**src/rtl/game_pkg.sv**
```systemverilog
// Shared game definitions: state encoding seen by the duck block, sprite/screen
// geometry and a saturating score adder.
package game_pkg;

    typedef enum logic [2:0] {
        TITLE = 3'b000,
        START = 3'b001,
        FLY   = 3'b010,
        PAUSE = 3'b011,
        FALL  = 3'b100,
        OVER  = 3'b101
    } game_state_t;

    localparam int SPRITE_SIZE = 64;
    localparam int SCREEN_W    = 640;

    function automatic logic [15:0] sat_add16(input logic [15:0] a, input logic [15:0] b);
        logic [16:0] sum;
        sum = {1'b0, a} + {1'b0, b};
        return sum[16] ? 16'hFFFF : sum[15:0];
    endfunction

endpackage

```
**src/rtl/game_control_if.sv**
```systemverilog
// Bundle between the game sequencer, the player inputs and the duck/HUD blocks.
// The master side is game_control; the slave side is its surroundings.
interface game_control_if #(
    parameter int N_DUCKS = 10
);
    import game_pkg::*;

    logic                frame_clk;
    logic                start;
    logic                trigger;
    logic [9:0]          aim_x;
    logic [9:0]          aim_y;
    logic [9:0]          duck_x;
    logic [9:0]          duck_y;
    logic                flew_away;
    logic                duck_ded_done;

    game_state_t         state;
    logic                shot;
    logic                new_round;
    logic [1:0]          shots_left;
    logic [3:0]          duck_num;
    logic [3:0]          hits;
    logic [N_DUCKS-1:0]  hit_mask;
    logic [7:0]          round;
    logic [15:0]         score;

    modport master (
        input  frame_clk, start, trigger, aim_x, aim_y,
               duck_x, duck_y, flew_away, duck_ded_done,
        output state, shot, new_round, shots_left, duck_num,
               hits, hit_mask, round, score
    );

    modport slave (
        output frame_clk, start, trigger, aim_x, aim_y,
               duck_x, duck_y, flew_away, duck_ded_done,
        input  state, shot, new_round, shots_left, duck_num,
               hits, hit_mask, round, score
    );

endinterface

```
**src/rtl/game_control_sync_edge.sv**
```systemverilog
// Two-flop synchroniser for an asynchronous level, followed by a one-Clk
// pulse on each rising edge of the synchronised signal.
module sync_edge (
    input  logic Clk,
    input  logic Reset,
    input  logic din,
    output logic pulse
);

    logic meta_q, meta_d;
    logic sync_q, sync_d;
    logic prev_q, prev_d;

    always_comb begin
        meta_d = din;
        sync_d = meta_q;
        prev_d = sync_q;
    end

    // NOTE: sequential state is assigned with <= so every flop samples the
    // pre-edge value of its neighbour; = here would collapse the chain.
    always_ff @(posedge Clk) begin
        if (Reset) begin
            meta_q <= 1'b0;
            sync_q <= 1'b0;
            prev_q <= 1'b0;
        end else begin
            meta_q <= meta_d;
            sync_q <= sync_d;
            prev_q <= prev_d;
        end
    end

    assign pulse = sync_q & ~prev_q;

endmodule

```
**src/rtl/game_control.sv**
```systemverilog
// Round/turn sequencer for the duck game: owns the game state, ammo, duck
// index, per-round hits, round number and score, and pulses shot/new_round.
module game_control
    import game_pkg::*;
#(
    parameter int DUCKS_PER_ROUND = 10,
    parameter int SHOTS_PER_DUCK  = 3,
    parameter int MIN_HITS        = 6,
    parameter int PAUSE_FRAMES    = 90,
    parameter int HIT_SIZE        = SPRITE_SIZE,
    parameter int POINTS          = 500
) (
    input logic            Clk,
    input logic            Reset,
    game_control_if.master bus
);

    localparam int FCW = $clog2(PAUSE_FRAMES + 1);

    game_state_t state_q, state_d;

    logic                       frame_tick, trig_p, start_p;
    logic [FCW-1:0]             frame_cnt_q, frame_cnt_d;
    logic [1:0]                 shots_left_q, shots_left_d;
    logic [3:0]                 duck_num_q, duck_num_d;
    logic [3:0]                 hits_q, hits_d;
    logic [DUCKS_PER_ROUND-1:0] hit_mask_q, hit_mask_d;
    logic [7:0]                 round_q, round_d;
    logic [15:0]                score_q, score_d;
    logic                       shot_q, shot_d;
    logic                       new_round_q, new_round_d;

    logic        fire, hit, in_x, in_y, frame_done, last_duck, round_won, begin_game;
    logic [10:0] box_x_end, box_y_end;

    sync_edge u_frame_sync (.Clk(Clk), .Reset(Reset), .din(bus.frame_clk), .pulse(frame_tick));
    sync_edge u_trig_sync  (.Clk(Clk), .Reset(Reset), .din(bus.trigger),   .pulse(trig_p));
    sync_edge u_start_sync (.Clk(Clk), .Reset(Reset), .din(bus.start),     .pulse(start_p));

    // Box ends are formed at 11 bits so a duck near the right/bottom edge cannot wrap.
    assign box_x_end  = {1'b0, bus.duck_x} + 11'(HIT_SIZE);
    assign box_y_end  = {1'b0, bus.duck_y} + 11'(HIT_SIZE);
    assign in_x       = (bus.aim_x >= bus.duck_x) && ({1'b0, bus.aim_x} < box_x_end);
    assign in_y       = (bus.aim_y >= bus.duck_y) && ({1'b0, bus.aim_y} < box_y_end);

    assign fire       = (state_q == FLY) && trig_p && (shots_left_q != 2'd0);
    assign hit        = fire && in_x && in_y;
    assign frame_done = frame_tick && (frame_cnt_q == FCW'(PAUSE_FRAMES - 1));
    assign last_duck  = (duck_num_q == 4'(DUCKS_PER_ROUND - 1));
    assign round_won  = (hits_q >= 4'(MIN_HITS));
    assign begin_game = start_p && ((state_q == TITLE) || (state_q == OVER));

    always_ff @(posedge Clk) begin
        if (Reset) state_q <= TITLE;
        else       state_q <= state_d;
    end

    always_comb begin
        state_d = state_q;
        case (state_q)
            TITLE, OVER: if (start_p)          state_d = START;
            START:       if (frame_done)       state_d = FLY;
            FLY: begin
                if (hit)                       state_d = FALL;
                else if (bus.flew_away)        state_d = PAUSE;
            end
            FALL:        if (bus.duck_ded_done) state_d = PAUSE;
            PAUSE: begin
                if (frame_done)                state_d = (!last_duck || round_won) ? START : OVER;
            end
            default:                           state_d = TITLE;
        endcase
    end

    // NOTE: every variable gets its hold value first so no path through the
    // block leaves one unassigned, which would otherwise infer a latch.
    always_comb begin
        frame_cnt_d  = frame_cnt_q;
        shots_left_d = shots_left_q;
        duck_num_d   = duck_num_q;
        hits_d       = hits_q;
        hit_mask_d   = hit_mask_q;
        round_d      = round_q;
        score_d      = score_q;
        shot_d       = 1'b0;
        new_round_d  = 1'b0;

        // The pause counter restarts on every entry into a timed state.
        if ((state_d == START || state_d == PAUSE) && state_d != state_q) begin
            frame_cnt_d = '0;
        end else if (frame_tick && (state_q == START || state_q == PAUSE) && !frame_done) begin
            frame_cnt_d = frame_cnt_q + 1'b1;
        end

        if (state_d == START && state_q != START) begin
            shots_left_d = 2'(SHOTS_PER_DUCK);
        end

        if (begin_game) begin
            round_d     = 8'd1;
            score_d     = '0;
            hits_d      = '0;
            hit_mask_d  = '0;
            duck_num_d  = '0;
            new_round_d = 1'b1;
        end

        if (fire) begin
            shots_left_d = shots_left_q - 2'd1;
        end

        if (hit) begin
            shot_d               = 1'b1;
            hits_d               = hits_q + 4'd1;
            hit_mask_d[duck_num_q] = 1'b1;
            score_d              = sat_add16(score_q, 16'(POINTS));
        end

        if (state_q == PAUSE && frame_done) begin
            if (!last_duck) begin
                duck_num_d = duck_num_q + 4'd1;
            end else if (round_won) begin
                round_d     = (round_q == 8'hFF) ? round_q : round_q + 8'd1;
                hits_d      = '0;
                hit_mask_d  = '0;
                duck_num_d  = '0;
                new_round_d = 1'b1;
            end
        end
    end

    always_ff @(posedge Clk) begin
        if (Reset) begin
            frame_cnt_q  <= '0;
            shots_left_q <= '0;
            duck_num_q   <= '0;
            hits_q       <= '0;
            hit_mask_q   <= '0;
            round_q      <= '0;
            score_q      <= '0;
            shot_q       <= 1'b0;
            new_round_q  <= 1'b0;
        end else begin
            frame_cnt_q  <= frame_cnt_d;
            shots_left_q <= shots_left_d;
            duck_num_q   <= duck_num_d;
            hits_q       <= hits_d;
            hit_mask_q   <= hit_mask_d;
            round_q      <= round_d;
            score_q      <= score_d;
            shot_q       <= shot_d;
            new_round_q  <= new_round_d;
        end
    end

    always_comb begin
        bus.state      = state_q;
        bus.shot       = shot_q;
        bus.new_round  = new_round_q;
        bus.shots_left = shots_left_q;
        bus.duck_num   = duck_num_q;
        bus.hits       = hits_q;
        bus.hit_mask   = hit_mask_q;
        bus.round      = round_q;
        bus.score      = score_q;
    end

endmodule

```
**src/flat_wrapper.sv**
```systemverilog
// flat-port wrapper written by rule: the top's interface ports become plain ports
module game_control_flat import game_pkg::*;
#(
    parameter int DUCKS_PER_ROUND = 10,
    parameter int SHOTS_PER_DUCK  = 3,
    parameter int MIN_HITS        = 6,
    parameter int PAUSE_FRAMES    = 90,
    parameter int HIT_SIZE        = SPRITE_SIZE,
    parameter int POINTS          = 500
)
  (Clk, Reset, bus_frame_clk, bus_start, bus_trigger, bus_aim_x, bus_aim_y, bus_duck_x, bus_duck_y, bus_flew_away, bus_duck_ded_done, bus_state, bus_shot, bus_new_round, bus_shots_left, bus_duck_num, bus_hits, bus_hit_mask, bus_round, bus_score);
  game_control_if #(.N_DUCKS((10))) bus_i ();
  input logic Clk;
  input logic Reset;
  input wire logic [$bits(bus_i.frame_clk)-1:0] bus_frame_clk;
  input wire logic [$bits(bus_i.start)-1:0] bus_start;
  input wire logic [$bits(bus_i.trigger)-1:0] bus_trigger;
  input wire logic [$bits(bus_i.aim_x)-1:0] bus_aim_x;
  input wire logic [$bits(bus_i.aim_y)-1:0] bus_aim_y;
  input wire logic [$bits(bus_i.duck_x)-1:0] bus_duck_x;
  input wire logic [$bits(bus_i.duck_y)-1:0] bus_duck_y;
  input wire logic [$bits(bus_i.flew_away)-1:0] bus_flew_away;
  input wire logic [$bits(bus_i.duck_ded_done)-1:0] bus_duck_ded_done;
  output wire logic [$bits(bus_i.state)-1:0] bus_state;
  output wire logic [$bits(bus_i.shot)-1:0] bus_shot;
  output wire logic [$bits(bus_i.new_round)-1:0] bus_new_round;
  output wire logic [$bits(bus_i.shots_left)-1:0] bus_shots_left;
  output wire logic [$bits(bus_i.duck_num)-1:0] bus_duck_num;
  output wire logic [$bits(bus_i.hits)-1:0] bus_hits;
  output wire logic [$bits(bus_i.hit_mask)-1:0] bus_hit_mask;
  output wire logic [$bits(bus_i.round)-1:0] bus_round;
  output wire logic [$bits(bus_i.score)-1:0] bus_score;
  assign bus_i.frame_clk = bus_frame_clk;
  assign bus_i.start = bus_start;
  assign bus_i.trigger = bus_trigger;
  assign bus_i.aim_x = bus_aim_x;
  assign bus_i.aim_y = bus_aim_y;
  assign bus_i.duck_x = bus_duck_x;
  assign bus_i.duck_y = bus_duck_y;
  assign bus_i.flew_away = bus_flew_away;
  assign bus_i.duck_ded_done = bus_duck_ded_done;
  assign bus_state = bus_i.state;
  assign bus_shot = bus_i.shot;
  assign bus_new_round = bus_i.new_round;
  assign bus_shots_left = bus_i.shots_left;
  assign bus_duck_num = bus_i.duck_num;
  assign bus_hits = bus_i.hits;
  assign bus_hit_mask = bus_i.hit_mask;
  assign bus_round = bus_i.round;
  assign bus_score = bus_i.score;
  game_control #(.DUCKS_PER_ROUND(DUCKS_PER_ROUND), .SHOTS_PER_DUCK(SHOTS_PER_DUCK), .MIN_HITS(MIN_HITS), .PAUSE_FRAMES(PAUSE_FRAMES), .HIT_SIZE(HIT_SIZE), .POINTS(POINTS)) u_core (.Clk(Clk), .Reset(Reset), .bus(bus_i));
endmodule
```
**config.mk**
```make
export PLATFORM = sky130hd
export DESIGN_NAME = game_control_flat
export DESIGN_NICKNAME = d
export VERILOG_FILES = /design/src/rtl/game_pkg.sv /design/src/rtl/game_control_if.sv /design/src/rtl/game_control_sync_edge.sv /design/src/rtl/game_control.sv /design/src/flat_wrapper.sv
export SDC_FILE = /design/constraint.sdc
export NUM_CORES = 1
export LEC_CHECK = 0
export BUFFER_PORTS_ARGS = -buffer_cell sky130_fd_sc_hd__buf_4
export CORE_MARGIN = 8
export CORE_UTILIZATION = 50
export CTS_CLUSTER_DIAMETER = 150
export DETAILED_ROUTE_END_ITERATION = 12
export GPL_TIMING_DRIVEN = 0
export PLACE_DENSITY = 0.76
export SLEW_MARGIN = 20
export SYNTH_ARGS = -nofsm -noshare
export SYNTH_HDL_FRONTEND = slang
export SYNTH_HIERARCHICAL = 1
export SYNTH_SLANG_ARGS = --single-unit
export TNS_END_PERCENT = 20
```
**constraint.sdc**
```tcl
create_clock -name Clk -period 4.4 [get_ports Clk]
set_clock_uncertainty 0.15 [all_clocks]
set_input_delay 0.44 -clock Clk [delete_from_list [all_inputs] [get_ports Clk]]
set_output_delay 0.44 -clock Clk [all_outputs]
set_load 0.05 [all_outputs]
```
==> flow_metrics.tcl <==
set metrics [dict create \
    stdcell_count 670 \
    synth.area.top_cells "dfxtp_1 33%, ha_1 13%, a21oi_1 4.4%, nor2_1 4.2%, inv_1 3.9%" \
    async_flop_share_pct 0 \
    r2r_setup_slack_ns 1.81 \
    tightest_slew_ns 0.559 \
    insertion_delay_ns 0.34 \
    ant_nets 0 \
    cts_max_path_buffers 2 \
    dp.cells 654 \
    clock-sinks 64 \
    syn-cell-area_sq_um 3870 \
    vias_per_cell 5.52 \
    synth.avg_cell_area_sq_um 8.47 \
    power.density_nw_per_um2 244 \
    hold-path-cell-count 2 \
    cts_resized 0 \
    critPathMaxStageDelay_ns 0.47 \
    postCtsHoldBufs 0 \
    crit_top_cell "ha_1" \
    wl_microns 10100 \
    internal-power_mw 0.864 \
    n_antenna_cell 0 \
    placed_cell_area_sq_um 4710 \
    grt_max_degree 17 \
    holdCritPathClass "input pin to register" \
    synth_ff_type "dfxtp_1" \
    tritoncts "built" \
    dr.pass1.iters 5 \
    fmax_ghz 0.330 \
    grt.total_usage_pct 18.6 \
    clk_pin_slew_ns 0.08 \
    pwr-share-comb_pct 13.8 \
    slew_headroom_pct 62.6 \
    finalHoldViolCount 0 \
    hold_end "u_core/u_start_sync/meta_q$_SDFF_PP0_" \
    synth_cells 457 \
    rows 32 \
    crit_slowest_cell "or4b_1" \
    endpoint_kind "register" \
    fp.dieW_microns 104 \
    setup_tns_ns 0 \
    post-cts-setup-buffers 0 \
    period_minus_slack_ns 3.03 \
    yosysUniqueCellTypes 66 \
    drive_gt1_share_pct 24.1 \
    globalRouteOverflowTotal 0 \
    grt_pass1_wl_microns 17100 \
    fin_total_pwr_mw 1.19 \
    leakagePower_nw 2.13 \
    layout.nets 651 \
    required_ns 4.46 \
    port_buffers 95 \
    grt_pass1_vias 3703 \
    vias 3701 \
    htreeDepth 3 \
    dp_hpwl_microns 7830 \
    yosysWarningCount 6 \
    worstReg2RegEnd "u_core/bus.score[13]$_SDFFE_PP0P_" \
    switching_share_pct 27.4 \
    min_from "bus_start" \
    ir_drop_v 0.000207 \
    io_pins 96 \
    seq_area_frac_synth_pct 33.1 \
    dieArea_sq_um 10800 \
    cp_max_fo 10 \
    yosysTopAreaCellShare_pct 33.1 \
    slew_viol_final 0 \
    drt_iter0_drc 176 \
    ys_top_cells_by_count "64 x dfxtp_1, 43 x nor2_1, 41 x ha_1" \
    setup_violations 0 \
    synthesis.nets 545 \
    r2r_cells 8 \
    design_area_sq_um 4890 \
    synth-seq-cells 64 \
    rsz0062_at_grt "no" \
    synth_top_area_cell "dfxtp_1" \
    p_sw_mw 0.326 \
    drv_cap 0 \
    cts_inserted_buffers 9 \
    seqPwrFrac_pct 49.4 \
    rr_startpoint "u_core/bus.score[2]$_SDFFE_PP0P_" \
    die_y_microns 104 \
    cp.arrival_ns 3.09 \
    path_cells "buf_4, ha_1, xnor2_1, ha_1, a21o_1, a21oi_1, or4b_1, a22oi_2, nand3_2, buf_2, a311oi_1, a211oi_2" \
    synth-edff-count 0 \
    cp_num_buf_inv 2 \
    wl_per_cell_microns 15.0 \
    core_sq_um 7610 \
    period_share_pct 69.0 \
    cpLargestDelayFamily "compound AO/OA/AOI/OAI gates" \
    gp_congestion 0.840 \
    drc 0 \
    status "complete, no violations" \
    antenna_found_initial 0 \
    start_kind "input pin" \
    crit_type "input pin to register" \
    clockRootBuffer "clkbuf_8" \
    initial_core_util_pct 50.9 \
    syn2layout_area_growth_pct 26.2 \
    yosysMostFrequentCell "dfxtp_1" \
    p_clk_share_pct 36.9 \
]
-- layout by cell type, fill, tap and decap left out, types with 4 or more instances in the layout --
cell type / Yosys / layout
buf_4: 2 / 97
dfxtp_1: 64 / 64
nor2_1: 43 / 43
ha_1: 41 / 41
inv_1: 40 / 40
nand2_1: 36 / 36
a21oi_1: 34 / 34
nand3_1: 14 / 14
nor3_1: 14 / 14
nor2b_1: 13 / 13
xnor2_1: 10 / 10
clkbuf_8: 0 / 9
clkbuf_1: 9 / 9
nand2b_1: 9 / 9
o21ai_0: 9 / 9
a32oi_1: 9 / 9
nand4_1: 8 / 8
and3_1: 7 / 7
or3_1: 6 / 6
xor2_1: 5 / 5
clkinvlp_4: 0 / 4
buf_2: 4 / 4
o21a_1: 4 / 4
o31ai_1: 4 / 4
a31oi_1: 4 / 4
a221oi_1: 4 / 4
-- worst register-to-register path, cell delays in order (launching register included) --
cell       delay [ns]
dfxtp_1          0.37
ha_1             0.25
or3_1            0.36
or3_4            0.37
o2111ai_2        0.32
nor2_1           0.23
nor2_1           0.14
nor2_1           0.05
o221a_2          0.26
-- per-stage QoR --
stage               hold WS (ns)  setup WS (ns)  utilization [%]
finish                     0.165           1.37             64.2
global route               0.161           1.20             64.2
CTS                        0.152           1.39             64.2
detailed placement         0.272           1.04             62.0
global placement           0.280           1.06             62.0
floorplan                  0.264           1.45                -
-- per-layer routing --
layer	global-route usage, %	vias to the layer above	part of all wire [%]
met2	31.8	99	48
met5	0	-	0
met4	4.86	0	1.1
met1	22.3	1743	45
li1	-	1848	-
met3	5.14	11	5.6
-- logic make-up (layout without fill, tap and decap cells) --
kind of cell / Yosys count / in the layout / synth area share (%)
AO/OA/AOI/OAI: 103 / 103 / 19.2
XOR/XNOR: 15 / 15 / 3.39
adder cells (fa/ha/maj): 41 / 41 / 13.2
buffers and inverters: 59 / 170 / 6.62
flip-flops: 64 / 64 / 33.1
multiplexers: 1 / 1 / 0.258
AND/OR/NAND/NOR: 174 / 174 / 24.2
-- worst max path at each step --
stage | from | end | slack (ns) | depth (start not counted)
after floorplan | bus_duck_x[6] | u_core/bus.score[12]$_SDFFE_PP0P_ | 1.45 | 11
after global placement | bus_duck_x[6] | u_core/bus.score[12]$_SDFFE_PP0P_ | 1.06 | 12
after detailed placement | bus_duck_x[6] | u_core/bus.score[12]$_SDFFE_PP0P_ | 1.04 | 12
after CTS | bus_duck_x[6] | u_core/bus.score[12]$_SDFFE_PP0P_ | 1.39 | 12
after global routing | bus_duck_x[6] | u_core/bus.score[6]$_SDFFE_PP0P_ | 1.20 | 12
final | bus_duck_x[6] | u_core/bus.score[12]$_SDFFE_PP0P_ | 1.37 | 12
-- cell type report --
cell class | count | area, sq um
fillers | 660 | 2720
multi-input cells | 334 | 2330
flip-flops and latches | 64 | 1280
repair buffers | 95 | 713
inverters | 40 | 150
well taps | 102 | 128
clock buffers | 9 | 124
plain buffers | 19 | 106
clock inverters | 7 | 48.8
-- power by group through the flow --
stage	registers (mW)	logic [mW]	clock network [mW]
after floorplan	0.608	0.0906	0
after global placement	0.601	0.157	0
after detailed placement	0.601	0.163	0
after CTS	0.588	0.164	0.450
after global routing	0.588	0.183	0.476
final	0.588	0.164	0.439
-- registers in the layout (all words and copies together), names as in the netlist, 2 cells and up --
register,count
u_core/bus.duck_num,4
u_core/bus.hit_mask,10
u_core/bus.hits,4
u_core/bus.round,8
u_core/bus.score,15
u_core/bus.shots_left,2
u_core/bus.state,3
u_core/frame_cnt_q,7
Note: power is estimated with default switching activity, not from simulation.
